[config.mk]
export PLATFORM = sky130hd
export DESIGN_NAME = div_sched
export DESIGN_NICKNAME = d
export VERILOG_FILES = /design/src/rtl/div_sched.sv
export SDC_FILE = /design/constraint.sdc
export NUM_CORES = 1
export LEC_CHECK = 0
export ABC_AREA = 1
export BUFFER_PORTS_ARGS = -buffer_cell sky130_fd_sc_hd__buf_4
export CORE_ASPECT_RATIO = 0.6
export CORE_MARGIN = 2
export CORE_UTILIZATION = 45
export DETAILED_ROUTE_END_ITERATION = 16
export SYNTH_ARGS = -nofsm -noshare
export SYNTH_HDL_FRONTEND = slang
export SYNTH_SLANG_ARGS = --single-unit
[constraint.sdc]
create_clock -name clk -period 7.45 [get_ports clk]
set_clock_uncertainty 0.05 [all_clocks]
set_input_delay 0.745 -clock clk [delete_from_list [all_inputs] [get_ports clk]]
set_output_delay 0.745 -clock clk [all_outputs]
set_load 0.005 [all_outputs]
[src/rtl/div_sched.sv]
// Iterative radix-2 restoring divider controller for div.w/mod.w/div.wu/mod.wu.
// A request passes through PREP, W CALC cycles and FIX, then waits in DONE until the consumer takes it.
module div_sched #(
  parameter int W     = 32,
  parameter int CNT_W = $clog2(W)
) (
  input  logic         clk,
  input  logic         reset,
  input  logic         in_valid,
  output logic         in_ready,
  input  logic         in_signed,
  input  logic         in_quot,
  input  logic [W-1:0] in_dividend,
  input  logic [W-1:0] in_divisor,
  input  logic         flush,
  output logic         busy,
  output logic         out_valid,
  input  logic         out_ready,
  output logic [W-1:0] out_result
);

  localparam logic [2:0] IDLE = 3'd0;
  localparam logic [2:0] PREP = 3'd1;
  localparam logic [2:0] CALC = 3'd2;
  localparam logic [2:0] FIX  = 3'd3;
  localparam logic [2:0] DONE = 3'd4;

  logic [2:0]     state_q, state_d;
  logic [CNT_W-1:0] cnt_q, cnt_d;
  logic [W-1:0]   a_q, a_d;
  logic [W-1:0]   b_q, b_d;
  logic [W-1:0]   rem_q, rem_d;
  logic [W-1:0]   quo_q, quo_d;
  logic [W-1:0]   dmag_q, dmag_d;
  logic [W-1:0]   res_q, res_d;
  logic           sgn_q, sgn_d;
  logic           quot_q, quot_d;
  logic           qneg_q, qneg_d;
  logic           rneg_q, rneg_d;

  logic [W:0]     sh;
  logic [W+1:0]   diff;
  logic           borrow;
  logic           unused_diff;

  assign in_ready   = (state_q == IDLE);
  assign out_valid  = (state_q == DONE);
  assign busy       = (state_q != IDLE);
  assign out_result = res_q;

  // Shifted partial remainder can reach 2*divisor-1, hence the extra bit.
  assign sh          = {rem_q, quo_q[W-1]};
  assign diff        = {1'b0, sh} - {2'b0, dmag_q};
  assign borrow      = diff[W+1];
  assign unused_diff = diff[W];

  always_comb begin
    state_d = state_q;
    cnt_d   = cnt_q;
    a_d     = a_q;
    b_d     = b_q;
    rem_d   = rem_q;
    quo_d   = quo_q;
    dmag_d  = dmag_q;
    res_d   = res_q;
    sgn_d   = sgn_q;
    quot_d  = quot_q;
    qneg_d  = qneg_q;
    rneg_d  = rneg_q;
    case (state_q)
      IDLE: begin
        if (in_valid && !flush) begin
          a_d     = in_dividend;
          b_d     = in_divisor;
          sgn_d   = in_signed;
          quot_d  = in_quot;
          state_d = PREP;
        end
      end
      PREP: begin
        quo_d  = (sgn_q && a_q[W-1]) ? -a_q : a_q;
        dmag_d = (sgn_q && b_q[W-1]) ? -b_q : b_q;
        qneg_d = sgn_q && (a_q[W-1] ^ b_q[W-1]);
        rneg_d = sgn_q && a_q[W-1];
        rem_d  = '0;
        cnt_d  = '0;
        if (b_q == '0) begin
          res_d   = quot_q ? '1 : a_q;
          state_d = DONE;
        end else begin
          state_d = CALC;
        end
      end
      CALC: begin
        rem_d = borrow ? sh[W-1:0] : diff[W-1:0];
        quo_d = {quo_q[W-2:0], ~borrow};
        cnt_d = cnt_q + 1'b1;
        if (cnt_q == CNT_W'(W - 1)) state_d = FIX;
      end
      FIX: begin
        if (quot_q) res_d = qneg_q ? -quo_q : quo_q;
        else        res_d = rneg_q ? -rem_q : rem_q;
        state_d = DONE;
      end
      DONE: begin
        if (out_ready) state_d = IDLE;
      end
      default: state_d = IDLE;
    endcase
    if (flush && state_q != IDLE) state_d = IDLE;
  end

  always_ff @(posedge clk or posedge reset) begin
    if (reset) begin
      state_q <= IDLE;
      cnt_q   <= '0;
      a_q     <= '0;
      b_q     <= '0;
      rem_q   <= '0;
      quo_q   <= '0;
      dmag_q  <= '0;
      res_q   <= '0;
      sgn_q   <= 1'b0;
      quot_q  <= 1'b0;
      qneg_q  <= 1'b0;
      rneg_q  <= 1'b0;
    end else begin
      state_q <= state_d;
      cnt_q   <= cnt_d;
      a_q     <= a_d;
      b_q     <= b_d;
      rem_q   <= rem_d;
      quo_q   <= quo_d;
      dmag_q  <= dmag_d;
      res_q   <= res_d;
      sgn_q   <= sgn_d;
      quot_q  <= quot_d;
      qneg_q  <= qneg_d;
      rneg_q  <= rneg_d;
    end
  end

endmodule
==> results of run 1 <==
-- layout by cell type, fill, tap and decap left out, drive strengths merged --
master,Yosys,routed
a2111oi,1,1
a21oi,117,117
a22o,2,2
a31oi,1,1
and2,6,6
and3,2,2
buf,34,116
bufinv,0,3
clkbuf,41,29
clkinv,1,5
clkinvlp,0,2
dfrtp,204,204
fa,1,1
ha,38,38
inv,303,305
mux2,16,16
nand2,665,665
nand3,283,283
nand3b,6,6
nand4,27,27
nor2,242,242
nor3,16,16
nor4,1,1
o211ai,8,8
o21ai,133,133
o21bai,14,14
o221ai,15,15
o22ai,16,16
o31ai,4,4
or2,8,8
xnor2,3,3
xor2,49,49
-- routing by layer --
metal / global-route usage / up-vias / wire (um)
met2: 0.3924 / 653 / 19200
met3: 0.08723 / 41 / 5732
met1: 0.5033 / 7219 / 27060
li1: - / 7407 / -
met5: 0 / - / 0
met4: 0.03684 / 0 / 522
-- per-stage QoR --
step	total power (uW)	hold WS [ns]
global route	9080	0.3672
global placement	7010	0.4046
floorplan	5426	0.3902
finish	8367	0.2984
CTS	8269	0.3386
detailed placement	7016	0.4160
-- registers in the layout (all words and copies together), names as in the netlist --
| register | count |
|---|---|
| a_q | 32 |
| b_q | 32 |
| cnt_q | 5 |
| dmag_q | 32 |
| out_result | 32 |
| qneg_q | 1 |
| quo_q | 32 |
| quot_q | 1 |
| rem_q | 32 |
| rneg_q | 1 |
| sgn_q | 1 |
| state_q | 3 |
-- layout make-up --
class | instances | area [sq um] | area share
well taps | 424 | 530.5 | 0.03182
clock buffers | 29 | 638.1 | 0.03827
flip-flops and latches | 204 | 5105 | 0.3061
repair buffers | 116 | 870.8 | 0.05222
clock inverters | 11 | 160.2 | 0.009605
inverters | 304 | 1149 | 0.06888
multi-input cells | 1674 | 8222 | 0.4931
-- worst reg2reg max path, stage by stage (launching register included) --
cell and delay (ns):
dfrtp_1 0.47, ha_1 0.40, nand2_1 0.14, inv_1 0.06, nand2_1 0.06, nand2_1 0.11
nand2_1 0.11, a21oi_1 0.07, nor2_1 0.60, nand2_4 0.39, nor2_4 0.57, nand2_1 0.11
nand3_1 0.11
-- final timing paths --
kind	to	cells past startpoint	start
worst min-delay path	out_result[6]$_DFFE_PP0P_	2	reset
worst min register to register	cnt_q[3]$_DFFE_PP0P_	1	cnt_q[3]$_DFFE_PP0P_
worst max-delay path	rem_q[19]$_DFFE_PP0P_	12	rem_q[18]$_DFFE_PP0P_
worst max register to register	rem_q[19]$_DFFE_PP0P_	12	rem_q[18]$_DFFE_PP0P_
max in group asynchronous	rem_q[29]$_DFFE_PP0P_	3	reset
min in group clk	state_q[0]$_DFFE_PP0P_	2	flush
-- cells by family (layout without fill, tap and decap cells) --
family,count (synthesis),count (layout),share of synthesized area
and+or+nand+nor,1256,1256,0.3608
muxes,16,16,0.01216
buffers and inverters,379,460,0.1017
AOI/OAI and AO/OA,311,311,0.1165
xor gates and xnor gates,52,52,0.03075
DFF,204,204,0.3446
adders and majority gates,39,39,0.03345
-- report_power, final --
part | internal, uW | switching (uW) | total (uW) | leakage, uW
clock | 717 | 509 | 1230 | 0.000389
combinational | 1590 | 3400 | 4990 | 0.00568
sequential | 1620 | 534 | 2150 | 0.00246
==> impl_results.md, run 1 <==
- First-pass detailed-route iteration total: 5
- Synthesized netlist cell count: about 2300
- Top post-synthesis cells by area: dfrtp_1 (34%), nand2_1 (17%), nand3_1 (9.5%)
- Final Cycle Share: 0.4434
- Post-route worst setup slack: 4.147 ns
- Drt drc: 0
- RD Place Congestion: 0.9483
- Post-synthesis instance area: 14810 sq um
- CTS Root Cell: clkbuf_16
- Post-Syn Nets: around 2400
- Average vias per placed instance: ~5.5
- CP top delay family: simple AND/OR/NAND/NOR gates
- WL/cell: around 19 um
- Antenna violations before repair: 2
- Dpl cell area: 15880 sq um
- CTS hold repair buffers: 0
- Async set-reset flop share out of synthesis: 1.000
- Slew @ Worst Pin: 1.012 ns
- Status: finished clean
- Row count: 51
- EDFF count, synth: 0
- Slowest stage cell, crit path: nor2_1
- Clk slew on worst S/H paths: 0.07 ns
- First DRT Iteration DRCs: 1781
- Primary FF master, synth: dfrtp_1
- Die height: 144.5 um
- Crit path top cell by count: nand2_1
- VDD IR-drop max: 233.4 uV
- Layout cells sized above 1: 0.09239
- Avg Inst Size Synth: 6.563 sq um
- Final max-slew violation count: 0
- Most common cell in the netlist: nand2_1
- Worst skew pair latency: 0.56 ns
- Crit path largest cell delay: 0.60 ns
- Largest net degree at the start of global routing: 136
- Final wirelength: around 53 mm
- CP Capture Type: flop
- Critical path buffers and inverters: 1
- TritonCTS clock tree: built
- Vias in the first global route: 13804
- Seq/Total Area, Yosys: 0.3446
- Period minus WS final: roughly 3.3 ns
- Pwr/cell area: 501.8 nW/um^2
- Lkg Pwr: 0.008531 uW
- Final Cell Area: 16670 sq um
- Crit-path cells: ha_1 > nand2_1 > inv_1 > nand2_1 > nand2_1 > nand2_1 > a21oi_1 > nor2_1 > nand2_4 > nor2_4 > nand2_1 > nand3_1
- Cell count after placement: 2722
- ANT cells: 0
- Critical Path Source Type: flop
- Total of max-cap violations: 0
- Net count reported at finish: 2433
- Buffers on Ports: between 100 and 150
- Layout area overhead: 12.57%
- Fin Setup TNS: 0 ns
- CP arrival: ~3.7 ns
- Top Ports: between 100 and 150
- Overflow left after global routing: 0
- WP data required: between 7 and 8 ns
- WS Path Type: flop to flop
- Tot GR Track Use: 0.3071
- Die W: 238.2 um
- First-pass GRT wire length: approximately 81 mm
- Cell variety after synth: 46
- Layout fillers: 3338
- Via count: 15320
- Rel. slew slack: 0.3179
- Post-Layout Cell Count: about 2800
- Dpl ws: 4.190 ns
- Fmax: 302.7 MHz
- Final hold vios: 0
- DP Wirelength: just over 40 mm
- RSZ-0062 raised after global routing: no
- Post-cts sizing count: 0
- Post-route ant nets: 0
- H-tree levels: 1
- R2R setup slack: 4.15 ns
- Die Area: between 30000 and 40000 sq um
- Yosys warnings: 0
- Initial core utilization: 0.4570
- Flop and latch count out of synthesis: ~200
- Core ar.: 32420 sq um
- Final setup fails: 0
- Synth area leader: dfrtp_1
- Hold Path Class: input pin to async pin
- TritonCTS buffer count: 23
- Worst-path fanout max: 33
- Fin util: 0.5144
- CTS sink cnt: a little over 200
- Commonest cells in the netlist: nand2_1 (660), inv_1 (292), nand3_1 (281)
- Post-CTS setup buffers: 0
- Top cell type's share of synthesized area: 0.3446
- CTS max path bufs: 3
Note: power is estimated with default switching activity, not from simulation.
==> run 2, diff against run 1 <==
==> constraint.sdc (replaced) <==
create_clock -name clk -period 3.2 [get_ports clk]
set_clock_uncertainty 0.05 [all_clocks]
set_input_delay 0.32 -clock clk [delete_from_list [all_inputs] [get_ports clk]]
set_output_delay 0.32 -clock clk [all_outputs]
set_load 0.005 [all_outputs]
==> impl_results.md, run 2 (same netlist as run 1, synthesis figures left out) <==
- Clk slew on worst S/H paths: 0.08 ns (was 0.07 ns)
- Final setup fails: 0 (unchanged)
- Vias in the first global route: 13793 (was 13804)
- Largest net degree at the start of global routing: 77 (was 136)
- CTS sink cnt: 204 (unchanged)
- WHS: 0.04123 ns (was 0.2984 ns)
- Average vias per placed instance: 5.480 (was 5.547)
- Post-route ant nets: 0 (unchanged)
- Pwr/cell area: 1116 nW/um^2 (was 501.8 nW/um^2)
- Layout cells sized above 1: 0.09608 (was 0.09239)
- Via count: 15613 (was 15320)
- Final Cycle Share: 0.8850 (was 0.4434)
- Met1 global-route usage: 0.5033 (unchanged)
- Final hold vios: 0 (unchanged)
- Drt drc: 0 (unchanged)
- DP Wirelength: 40.55 mm (was 40.42 mm)
- Tot GR Track Use: 0.3060 (was 0.3071)
- CTS max path bufs: 3 (unchanged)
- Worst-path fanout max: 32 (was 33)
- Post-CTS setup buffers: 0 (unchanged)
- Core ar.: 32420 sq um (unchanged)
- Lkg Pwr: 0.008926 uW (was 0.008531 uW)
- Initial core utilization: 0.4570 (unchanged)
- GRT met2 Usage: 0.4040 (was 0.3924)
- Top Ports: 106 (unchanged)
- TritonCTS buffer count: 23 (unchanged)
- WL/cell: 18.44 um (was 19.01 um)
- Fin Setup TNS: 0 ns (unchanged)
- Commonest non-fill, non-tap cells in the layout: nand2_1 (659), inv_1 (291), nand3_1 (281), nor2_1 (235), dfrtp_1 (204) (unchanged)
- R2R setup slack: 0.37 ns (was 4.15 ns)
- WS Path Type: flop to flop (unchanged)
- Hold Path Class: input pin to flop (was input pin to async pin)
- CP arrival: 3.21 ns (was 3.72 ns)
- Overflow left after global routing: 0 (unchanged)
- Antenna violations before repair: 0 (was 2)
- VDD IR-drop max: 488.6 uV (was 233.4 uV)
- Rel. slew slack: 0.2774 (was 0.3179)
- First-pass GRT wire length: 80.99 mm (was 81.18 mm)
- ANT cells: 0 (unchanged)
- Final max-slew violation count: 0 (unchanged)
- Worst skew pair latency: 0.55 ns (was 0.56 ns)
- Period minus WS final: 2.832 ns (was 3.303 ns)
- Net count reported at finish: 2518 (was 2433)
- GR Util met3: 0.06872 (was 0.08723)
- RSZ-0062 raised after global routing: no (unchanged)
- Row count: 51 (unchanged)
- Final wirelength: 52.53 mm (was 52.51 mm)
- Most common cell after layout, fill and taps aside: nand2_1 (unchanged)
- TritonCTS clock tree: built (unchanged)
- First DRT Iteration DRCs: 1858 (was 1781)
- CTS Root Cell: clkbuf_16 (unchanged)
- Busiest grt layer: met1 (unchanged)
- WP data required: 3.57 ns (was 7.87 ns)
- Dpl ws: 0.4210 ns (was 4.190 ns)
- Layout area overhead: 18.59% (was 12.57%)
- Die Area: 34430 sq um (unchanged)
- Critical Path Source Type: flop (unchanged)
- Post-route worst setup slack: 0.3679 ns (was 4.147 ns)
- Buffers on Ports: 105 (unchanged)
- Status: finished clean (unchanged)
- Die height: 144.5 um (unchanged)
- First-pass detailed-route iteration total: 5 (unchanged)
- Fmax: 353.1 MHz (was 302.7 MHz)
- H-tree levels: 1 (unchanged)
- Die W: 238.2 um (unchanged)
- CP Capture Type: flop (unchanged)
- Slew @ Worst Pin: 1.082 ns (was 1.012 ns)
- Total of max-cap violations: 0 (unchanged)
- RD Place Congestion: 0.9463 (was 0.9483)
run 2: cell types whose count changed in the layout (fill, tap and decap cells not counted), moves of 2 or more:
| cell | previous run | this run |
|---|---|---|
| inv_8 | 2 | 0 |
| dlygate4sd3_1 | 0 | 69 |
| buf_12 | 0 | 3 |
| buf_4 | 116 | 129 |
run 2: metal layers:
| layer | wire length [um] | up-vias | part of all wire |
|---|---|---|---|
| met3 | 5156 | 38 | 0.098 |
| met5 | 0 | - | 0 |
| met1 | 27060 | 7333 | 0.52 |
| met4 | 533 | 0 | 0.010 |
| met2 | 19780 | 652 | 0.38 |
| li1 | - | 7590 | - |
run 2: final timing paths:
kind,startpoint,end,cells after the start
max,rem_q[7]$_DFFE_PP0P_,rem_q[28]$_DFFE_PP0P_,13
min,out_ready,state_q[2]$_DFFE_PP0P_,4
max reg2reg,rem_q[7]$_DFFE_PP0P_,rem_q[28]$_DFFE_PP0P_,13
min reg2reg,cnt_q[3]$_DFFE_PP0P_,cnt_q[3]$_DFFE_PP0P_,1
max in group asynchronous,reset,out_result[17]$_DFFE_PP0P_,4
min in group asynchronous,reset,b_q[18]$_DFFE_PP0P_,3
run 2: repair_timing:
action / 4_1_cts / 5_1_grt
resized for setup: 0 / 0
endpoints found under the setup margin: 0 / 0
hold buffers: 69 / 0
endpoints found under the hold margin: 98 / 0
run 2: cell type report:
type | count | area [sq um]
multi-input cells | 1674 | 8222
inverters | 304 | 1145
well taps | 424 | 530.5
fillers | 3183 | 14850
clock buffers | 31 | 655.6
repair buffers | 201 | 1719
flip-flops and latches | 204 | 5105
clock inverters | 11 | 190.2
run 2: stage by stage:
step	power (uW)	util	cells	area (sq um)
CTS	19380	0.5419	2849	17570
global placement	16150	0.4945	2738	16030
detailed placement	16240	0.4945	2738	16030
global route	21310	0.5419	2849	17570
finish	19610	0.5419	2849	17570
floorplan	12630	-	2257	14820
run 2: worst max-delay path, stage by stage, from the launching register on:
cell and delay, ns:
dfrtp_1 0.48, ha_1 0.41, nand2_1 0.12, nor2_1 0.20
nand3_1 0.12, nand3_2 0.12, nand2_1 0.09, nand2_1 0.12
nand2_2 0.19, nand2_4 0.12, buf_4 0.35, nand3_1 0.18
nand2_1 0.10, nand2_1 0.04
run 2: report_power, final:
| part | switching, uW | internal (uW) | total (uW) |
|---|---|---|---|
| clock | 1220 | 1780 | 3000 |
| combinational | 7730 | 3850 | 11600 |
| sequential | 1250 | 3770 | 5020 |
| total | 10200 | 9410 | 19600 |
==> run 3, diff against run 2 <==
==> constraint.sdc (replaced) <==
create_clock -name clk -period 2.4 [get_ports clk]
set_clock_uncertainty 0.05 [all_clocks]
set_input_delay 0.24 -clock clk [delete_from_list [all_inputs] [get_ports clk]]
set_output_delay 0.24 -clock clk [all_outputs]
set_load 0.005 [all_outputs]
==> impl_results.md, run 3 (same netlist as run 1, synthesis figures left out) <==
- Die Area: 34430 sq um (unchanged)
- First-pass detailed-route iteration total: 5 (unchanged)
- Layout cells sized above 1: 0.1445 (was 0.09608)
- Buffers on Ports: 105 (unchanged)
- WL/cell: 19.01 um (was 18.44 um)
- Worst skew pair latency: 0.58 ns (was 0.55 ns)
- Overflow left after global routing: 0 (unchanged)
- First-pass GRT wire length: 85.28 mm (was 80.99 mm)
- Layout area overhead: 24.23% (was 18.59%)
- Die height: 144.5 um (unchanged)
- CTS Root Cell: clkbuf_16 (unchanged)
- Most common cell after layout, fill and taps aside: nand2_1 (unchanged)
- CTS max path bufs: 3 (unchanged)
- Drt drc: 0 (unchanged)
- Vias in the first global route: 14424 (was 13793)
- Net count reported at finish: 2591 (was 2518)
- ANT cells: 0 (unchanged)
- Final hold vios: 0 (unchanged)
- Total power: 27880 uW (was 19610 uW)
- Average vias per placed instance: 5.476 (was 5.480)
- Final wirelength: 55.55 mm (was 52.53 mm)
- Worst-path fanout max: 4 (was 32)
- Period minus WS final: 2.382 ns (was 2.832 ns)
- CTS sink cnt: 204 (unchanged)
- Total of max-cap violations: 0 (unchanged)
- Slew @ Worst Pin: 1.063 ns (was 1.082 ns)
- Via count: 16007 (was 15613)
- Final max-slew violation count: 0 (unchanged)
- Dpl ws: -0.1515 ns (was 0.4210 ns)
- Final Cycle Share: 0.9927 (was 0.8850)
- CP Capture Type: flop (unchanged)
- Initial core utilization: 0.4570 (unchanged)
- Status: finished clean (unchanged)
- Top Ports: 106 (unchanged)
- Clk slew on worst S/H paths: 0.07 ns (was 0.08 ns)
- Hold Path Class: input pin to async pin (was input pin to flop)
- WS Path Type: flop to flop (unchanged)
- Die W: 238.2 um (unchanged)
- First DRT Iteration DRCs: 1977 (was 1858)
- Core ar.: 32420 sq um (unchanged)
- Row count: 51 (unchanged)
- VDD IR-drop max: 906.0 uV (was 488.6 uV)
- Lkg Pwr: 0.009266 uW (was 0.008926 uW)
- Final setup fails: 0 (unchanged)
- Commonest non-fill, non-tap cells in the layout: nand2_1 (650), inv_1 (288), nand3_1 (278), nor2_1 (215), dfrtp_1 (202) (was nand2_1 (659), inv_1 (291), nand3_1 (281), nor2_1 (235), dfrtp_1 (204))
- Dpl cell area: 16590 sq um (was 16030 sq um)
- Post-route ant nets: 0 (unchanged)
- Fin util: 0.5677 (was 0.5419)
- TritonCTS buffer count: 24 (was 23)
- CP arrival: 2.77 ns (was 3.21 ns)
- RD Place Congestion: 0.9956 (was 0.9463)
- Critical Path Source Type: flop (unchanged)
- Antenna violations before repair: 1 (was 0)
- Fmax: 419.7 MHz (was 353.1 MHz)
- H-tree levels: 1 (unchanged)
- Final Cell Area: 18400 sq um (was 17570 sq um)
- RSZ-0062 raised after global routing: yes (was no)
- Largest net degree at the start of global routing: 114 (was 77)
- WP data required: 2.79 ns (was 3.57 ns)
- Pwr/cell area: 1515 nW/um^2 (was 1116 nW/um^2)
- Tot GR Track Use: 0.3242 (was 0.3060)
- Fin Setup TNS: 0 ns (unchanged)
- Rel. slew slack: 0.2916 (was 0.2774)
- DP Wirelength: 42.43 mm (was 40.55 mm)
- TritonCTS clock tree: built (unchanged)
- Post-route worst setup slack: 0.01759 ns (was 0.3679 ns)
-- run 3: changes by cell type in the layout (fill, tap and decap cells not counted), moves of 6 or more --
cell | previous run | this run
buf_4 | 129 | 196
nor2_1 | 235 | 215
ha_1 | 38 | 21
nor2_2 | 5 | 22
ha_4 | 0 | 11
nand2_1 | 659 | 650
nand2_2 | 3 | 12
clkbuf_1 | 3 | 9
ha_2 | 0 | 6
-- run 3: repair_timing --
action                                  in CTS  in global routing
pin swaps                                    0                  1
hold buffers                                70                  0
gates cloned                                 0                  0
endpoints found under the setup margin       8                 55
endpoints found under the hold margin      242                  0
setup buffers                                0                  1
resized for setup                            7                 70
-- run 3: stage by stage --
step	cells	hold WS [ns]
after floorplan	2257	0.2741
after global placement	2808	0.1184
after detailed placement	2808	0.1232
after CTS	2922	0.07894
after global routing	2923	0.1103
final	2923	0.08966
-- run 3: path summary, 6_finish.rpt --
check / from / slack [ns] / endpoint / depth (start not counted)
worst min register to register: cnt_q[3]$_DFFE_PP0P_ / 0.43 / cnt_q[3]$_DFFE_PP0P_ / 1
worst min-delay path: reset / 0.09 / b_q[5]$_DFFE_PP0P_ / 3
min in group clk: in_valid / 0.22 / a_q[11]$_DFFE_PP0P_ / 5
max in group asynchronous: reset / 1.27 / quo_q[24]$_DFFE_PP0P_ / 4
worst max register to register: rem_q[15]$_DFFE_PP0P_ / 0.02 / rem_q[23]$_DFFE_PP0P_ / 13
worst max-delay path: rem_q[15]$_DFFE_PP0P_ / 0.02 / rem_q[23]$_DFFE_PP0P_ / 13
-- run 3: layout make-up --
cell class / instances / area, sq um
Multi-Input combinational cell: 1674 / 8521
Sequential cell: 204 / 5107
Fill cell: 3162 / 14010
Clock inverter: 9 / 131.4
Timing Repair Buffer: 273 / 2303
Tap cell: 424 / 530.5
Inverter: 304 / 1147
Clock buffer: 35 / 661.9
-- run 3: critical path: stages (launching register included) --
cell and delay [ns]:
dfrtp_1 0.44, ha_1 0.41, nand2_1 0.13, nor2_1 0.17, buf_4 0.15, nand2_1 0.08
inv_1 0.14, nand3_2 0.16, nand3_1 0.11, nand2_1 0.05, nand2_1 0.15, nand2_1 0.09
nand3_1 0.08, nand2_1 0.06
-- run 3: power by group --
group	switching, uW	internal, uW
registers	1450	5030
clock network	1670	2150
logic	11300	6260
-- run 3: metal layers --
metal,share of wire,global-route usage,vias to the layer above
met5,0,0,-
met1,0.50,0.5204,7496
met3,0.12,0.1010,56
met4,0.012,0.04243,0
met2,0.37,0.4194,728
li1,-,-,7727
